## config.mk

```make
export PLATFORM = sky130hd
export DESIGN_NAME = uart_rx
export DESIGN_NICKNAME = d
export VERILOG_FILES = /design/src/rtl/uart_pkg.sv /design/src/rtl/baud_tick_gen.sv /design/src/rtl/uart_rx.sv
export SDC_FILE = /design/constraint.sdc
export NUM_CORES = 1
export LEC_CHECK = 0
export BUFFER_PORTS_ARGS = -buffer_cell sky130_fd_sc_hd__buf_2
export CAP_MARGIN = 20
export CORE_MARGIN = 4
export CORE_UTILIZATION = 45
export CTS_CLUSTER_SIZE = 40
export DETAILED_ROUTE_END_ITERATION = 8
export HOLD_SLACK_MARGIN = 0.1
export MAX_ROUTING_LAYER = met4
export SYNTH_ARGS = -nofsm -noshare
export SYNTH_HDL_FRONTEND = slang
export SYNTH_SLANG_ARGS = --single-unit
export TNS_END_PERCENT = 5
```

## constraint.sdc

```tcl
create_clock -name clk -period 6 [get_ports clk]
set_clock_uncertainty 0.05 [all_clocks]
set_input_delay 1.2 -clock clk [delete_from_list [all_inputs] [get_ports clk]]
set_output_delay 1.2 -clock clk [all_outputs]
set_load 0.05 [all_outputs]
```

## src/rtl/uart_pkg.sv

```systemverilog
// Shared UART definitions: receiver state encoding, default rates and the
// oversample divisor helper used by both the receive and transmit paths.
package uart_pkg;

  typedef enum logic [2:0] {
    ST_IDLE,
    ST_START,
    ST_DATA,
    ST_PARITY,
    ST_STOP,
    ST_BREAK
  } rx_state_t;

  localparam int CLK_FREQ_DEFAULT = 100_000_000;
  localparam int BAUD_DEFAULT     = 9600;

  // Integer-floor clocks per oversample tick.
  function automatic int baud_div(input int clk_freq, input int baud, input int os);
    return clk_freq / (baud * os);
  endfunction

endpackage

```

## src/rtl/baud_tick_gen.sv

```systemverilog
// Free-running divider producing a one-cycle tick every DIV clocks; the
// synchronous clear restarts the period so sampling can align to an edge.
module baud_tick_gen #(
  parameter int DIV = 1
) (
  input  logic clk_i,
  input  logic rst_i,
  input  logic clr_i,
  output logic tick_o
);

  // DIV = 1 would give a zero-width counter; keep one bit that stays at 0.
  localparam int CW = (DIV > 1) ? $clog2(DIV) : 1;
  localparam logic [CW-1:0] TOP = CW'(DIV - 1);

  logic [CW-1:0] cnt_q;

  always_ff @(posedge clk_i) begin
    if (rst_i || clr_i) begin
      cnt_q <= '0;
    end else if (cnt_q == TOP) begin
      cnt_q <= '0;
    end else begin
      cnt_q <= cnt_q + CW'(1);
    end
  end

  assign tick_o = !clr_i && (cnt_q == TOP);

endmodule

```

## src/rtl/uart_rx.sv

```systemverilog
// Oversampling 8N1 receiver with a valid/ready output register.
// Define UART_RX_PARITY_EN to expect an even-parity bit after the data bits.
//
//   state    | meaning
//   IDLE     | line idle, waiting for a synced low
//   START    | confirming the start bit at mid-bit
//   DATA     | sampling payload bits, LSB first
//   PARITY   | sampling the parity bit (UART_RX_PARITY_EN only)
//   STOP     | sampling the stop bit, commit or flag framing error
//   BREAK    | line held low after a bad stop, wait for high
module uart_rx
  import uart_pkg::*;
#(
  parameter int CLK_FREQ   = CLK_FREQ_DEFAULT,
  parameter int BAUD       = BAUD_DEFAULT,
  parameter int OVERSAMPLE = 16,
  parameter int DATA_BITS  = 8
) (
  input  logic                 clk,
  input  logic                 rst,
  input  logic                 rx,
  output logic [DATA_BITS-1:0] rx_data,
  output logic                 rx_valid,
  input  logic                 rx_ready,
  output logic                 frame_err,
  output logic                 overrun,
  output logic                 parity_err
);

  localparam int DIV = baud_div(CLK_FREQ, BAUD, OVERSAMPLE);
  localparam int SW  = $clog2(OVERSAMPLE);
  localparam int IW  = $clog2(DATA_BITS);
  localparam logic [SW-1:0] S_MID  = SW'(OVERSAMPLE / 2 - 1);
  localparam logic [SW-1:0] S_END  = SW'(OVERSAMPLE - 1);
  localparam logic [IW-1:0] I_LAST = IW'(DATA_BITS - 1);

  logic                 rx_s1_q, rx_s2_q;
  rx_state_t            state_q;
  logic [SW-1:0]        samp_q;
  logic [IW-1:0]        idx_q;
  logic [DATA_BITS-1:0] shift_q;
  logic [DATA_BITS-1:0] rx_data_q;
  logic                 rx_valid_q;
  logic                 frame_err_q;
  logic                 overrun_q;
  logic                 tick;
  logic                 tick_clr;
  logic                 bit_end;

  always_ff @(posedge clk) begin
    if (rst) begin
      rx_s1_q <= 1'b1;
      rx_s2_q <= 1'b1;
    end else begin
      rx_s1_q <= rx;
      rx_s2_q <= rx_s1_q;
    end
  end

  // Restart bit timing on the falling edge that leaves IDLE.
  assign tick_clr = (state_q == ST_IDLE) && !rx_s2_q;
  assign bit_end  = tick && (samp_q == S_END);

  baud_tick_gen #(
    .DIV(DIV)
  ) u_tick (
    .clk_i (clk),
    .rst_i (rst),
    .clr_i (tick_clr),
    .tick_o(tick)
  );

`ifdef UART_RX_PARITY_EN
  logic par_q;
  logic par_err_q;
  assign parity_err = par_err_q;
`else
  assign parity_err = 1'b0;
`endif

  always_ff @(posedge clk) begin
    if (rst) begin
      state_q     <= ST_IDLE;
      samp_q      <= '0;
      idx_q       <= '0;
      shift_q     <= '0;
      rx_data_q   <= '0;
      rx_valid_q  <= 1'b0;
      frame_err_q <= 1'b0;
      overrun_q   <= 1'b0;
`ifdef UART_RX_PARITY_EN
      par_q       <= 1'b0;
      par_err_q   <= 1'b0;
`endif
    end else begin
      frame_err_q <= 1'b0;
      overrun_q   <= 1'b0;
`ifdef UART_RX_PARITY_EN
      par_err_q   <= 1'b0;
`endif
      if (rx_valid_q && rx_ready) rx_valid_q <= 1'b0;
      if (tick) samp_q <= (samp_q == S_END) ? '0 : samp_q + SW'(1);

      case (state_q)
        ST_IDLE: begin
          samp_q <= '0;
          if (!rx_s2_q) state_q <= ST_START;
        end
        ST_START: begin
          if (tick && samp_q == S_MID) begin
            samp_q <= '0;
            idx_q  <= '0;
            state_q <= rx_s2_q ? ST_IDLE : ST_DATA;
          end
        end
        ST_DATA: begin
          if (bit_end) begin
            shift_q[idx_q] <= rx_s2_q;
            idx_q          <= idx_q + IW'(1);
            if (idx_q == I_LAST) begin
`ifdef UART_RX_PARITY_EN
              state_q <= ST_PARITY;
`else
              state_q <= ST_STOP;
`endif
            end
          end
        end
`ifdef UART_RX_PARITY_EN
        ST_PARITY: begin
          if (bit_end) begin
            par_q   <= rx_s2_q;
            state_q <= ST_STOP;
          end
        end
`endif
        ST_STOP: begin
          if (bit_end) begin
            if (rx_s2_q) begin
              if (!rx_valid_q || rx_ready) begin
                rx_data_q  <= shift_q;
                rx_valid_q <= 1'b1;
              end else begin
                overrun_q <= 1'b1;
              end
`ifdef UART_RX_PARITY_EN
              par_err_q <= ^{shift_q, par_q};
`endif
              state_q <= ST_IDLE;
            end else begin
              frame_err_q <= 1'b1;
              state_q     <= ST_BREAK;
            end
          end
        end
        ST_BREAK: begin
          if (rx_s2_q) state_q <= ST_IDLE;
        end
        default: state_q <= ST_IDLE;
      endcase
    end
  end

  assign rx_data   = rx_data_q;
  assign rx_valid  = rx_valid_q;
  assign frame_err = frame_err_q;
  assign overrun   = overrun_q;

endmodule

```

==> results.md <==
* CP endpoint kind: register
* Initial Util at 47.7%
* Global route overflow at 0
* Pwr/cell area at 223 nW/um^2
* Num Clock Sinks at 41
* HPWL Detailed at 2.61 mm
* Launch point of the worst path: samp_q[0]
* Register area share after synthesis at 42.1%
* Most frequent cells in the layout: nor2_1 (44), dfxtp_1 (41), mux2i_1 (17)
* Synthesized area at 1950 um^2
* I/O pins at 16
* Drt first pass iters at 4
* Setup TNS at 0 ps
* Synth top area share at 42.1%
* Leakage at 0.840 nW
* VDD IR max at 149 uV
* WP data arrival at 2300 ps
* Worst min path class: reg2reg
* CTS Buffer Depth at 2
* Highest metal used: met4
* Metal3 WL at 145 um
* Antenna violations before repair at 0
* Die Width at 73.8 um
* Yosys warns at 0
* DR vias/cell at 5.45
* Worst-Skew Late Latency at 290 ps
* Metal-1 WL at 1.72 mm
* Post-route minimum period at 2180 ps
* Final setup viols at 0
* Core Area at 4090 um^2
* First-pass GRT wire length at 6.47 mm
* Vias in the first global route at 1,435
* Max_cap viols at 0
* Worst slew margin at 62.8%
* Syn Inst Count at 216
* Reg-to-Reg End: rx_data[5]
* Final Slew Violations at 0
* # DRC at 0
* Commonest non-fill, non-tap cell in the layout: nor2_1
* Diodes inserted at 0
* Crit Reg-Reg Startpoint: samp_q[0]
* Unrepaired setup endpoints after global routing: no
* Synth Register Bits at 41
* Syn_area_per_cell at 9.02 um^2
* TritonCTS clock tree: built
* Setup crit end: rx_data[5]
* CTS Hold Bufs at 0
* Status: complete, no violations
* Full die area at 5450 um^2
* Fin crit share at 36.4%
* Routed met2 length at 1.73 mm
* Worst Path Required at 6120 ps
* GRT Total Usage at 15.8%
* FF-to-FF setup slack at 3820 ps
* Post-synth top area cell: dfxtp_1
* Layout area overhead at 8.16%
* Distinct cells, synth at 47
* Post-synth top flop: dfxtp_1
* Hold depth at 1
* Share of post-route cells with drive strength above 1 at 14.7%
* Critical Path Source Type: register
* Worst Path Max Fanout at 8
* Max Fclk at 0.458 GHz
* Initial DRC count at 71
* IO Port Bufs at 14
* Die H at 73.8 um
* Hold Slack at 362 ps
* GP Congestion at 0.866
* Wire per inst at 13.4 um
* Clock-pin slew on the worst setup and hold paths at 80 ps
* Num rows at 23
* Synth async-reset ratio at 0%
* Final WL at 3.66 mm
* Syn nets at 225
* Final hold viol count at 0
* R2R depth at 6
* Setup bufs post-CTS at 0
* CTS buffer count at 5
* Cts repair resizes at 0
* Number of flops mapped to enable cells by yosys at 0
* Ranking of synthesized cells by area: dfxtp_1 (42%), mux2i_1 (8.7%), nor2_1 (8.5%), ha_1 (3.2%), xnor2_1 (3.1%)
* Fin nets at 232
* Htree depth at 2
* Vias at 1,492
* Worst slew pin tran at 558 ps
* Final ANT Viol Nets at 0
* Root Driver: clkbuf_8
* CP Class: reg2reg
* Largest net degree at the start of global routing at 31
[routing by layer]
metal / track usage, % / vias to the layer above
met5: - / -
met4: 7.04 / 0
met3: 4.92 / 6
met2: 24.8 / 29
met1: 18.4 / 696
li1: - / 761
[Yosys cell counts (all sizes together) (2+ instances only)]
cell	number
nor4b	2
nor2	44
and4	3
a22oi	2
nor3	10
clkbuf	12
and2	3
xnor2	7
nand3	8
nor4	2
nor3b	3
buf	2
nand2	8
nand4	2
and3	7
or3	2
ha	5
o21ai	2
mux2i	17
nand4b	3
inv	4
nand3b	2
or2	2
xor2	3
dfxtp	41
a21oi	6
[logic make-up (layout without fill, tap and decap cells)]
family          Yosys count  after routing  share of synthesized area (%)
compound gates           18             18                           6.55
fa+ha+maj                 5              5                           3.21
xor+xnor                 10             10                           4.50
flops                    41             41                           42.1
other cells               1              1                          0.192
mux                      17             17                           8.73
buf+inv                  18             26                           3.85
simple gates            106            106                           30.8
[worst min path at each step]
stage,start,to
floorplan,rx_s1_q,rx_s2_q
global placement,rx_s1_q,rx_s2_q
detailed placement,rx_s1_q,rx_s2_q
CTS,rx_s1_q,rx_s2_q
global route,rx_s1_q,rx_s2_q
finish,rx_s1_q,rx_s2_q
[through the flow]
| step | setup WS, ps | util [%] | cells | cell area [um^2] | power (mW) |
|---|---|---|---|---|---|
| after floorplan | 3940 | - | 216 | 1950 | 0.299 |
| after global placement | 3610 | 49.4 | 266 | 2020 | 0.302 |
| after detailed placement | 3550 | 49.4 | 266 | 2020 | 0.302 |
| after CTS | 3800 | 51.6 | 274 | 2110 | 0.477 |
| after global routing | 3600 | 51.6 | 274 | 2110 | 0.491 |
| final | 3820 | 51.6 | 274 | 2110 | 0.470 |
[cell type report]
cell class,instances,area [um^2]
Clock buffer,5,68.8
Clock inverter,3,17.5
Fill cell,372,1980
Inverter,4,15.0
Multi-Input combinational cell,157,1050
Sequential cell,41,821
Tap cell,50,62.6
Timing Repair Buffer,14,70.1
[power breakdown]
group / leakage [nW] / switching (mW) / internal [mW] / total [mW]
clock: 0.0439 / 0.0938 / 0.0802 / 0.174
combinational: 0.465 / 0.0103 / 0.00593 / 0.0163
sequential: 0.331 / 0.00476 / 0.275 / 0.279
total: 0.840 / 0.109 / 0.361 / 0.470
[registers in the layout, indices dropped and copies added (netlist names)]
name and count:
u_tick.cnt_q 10, shift_q 8, frame_err 1, samp_q 4
overrun 1, rx_valid 1, rx_data 8, rx_s2_q 1
rx_s1_q 1, idx_q 3, state_q 3
[critical path, stage by stage, from the launching register on]
cell	delay, ps
dfxtp_1	410
ha_1	240
and3_1	280
and3_1	250
and4_1	520
mux2i_1	250
nor2_1	50
(Power assumes the default switching activity.)
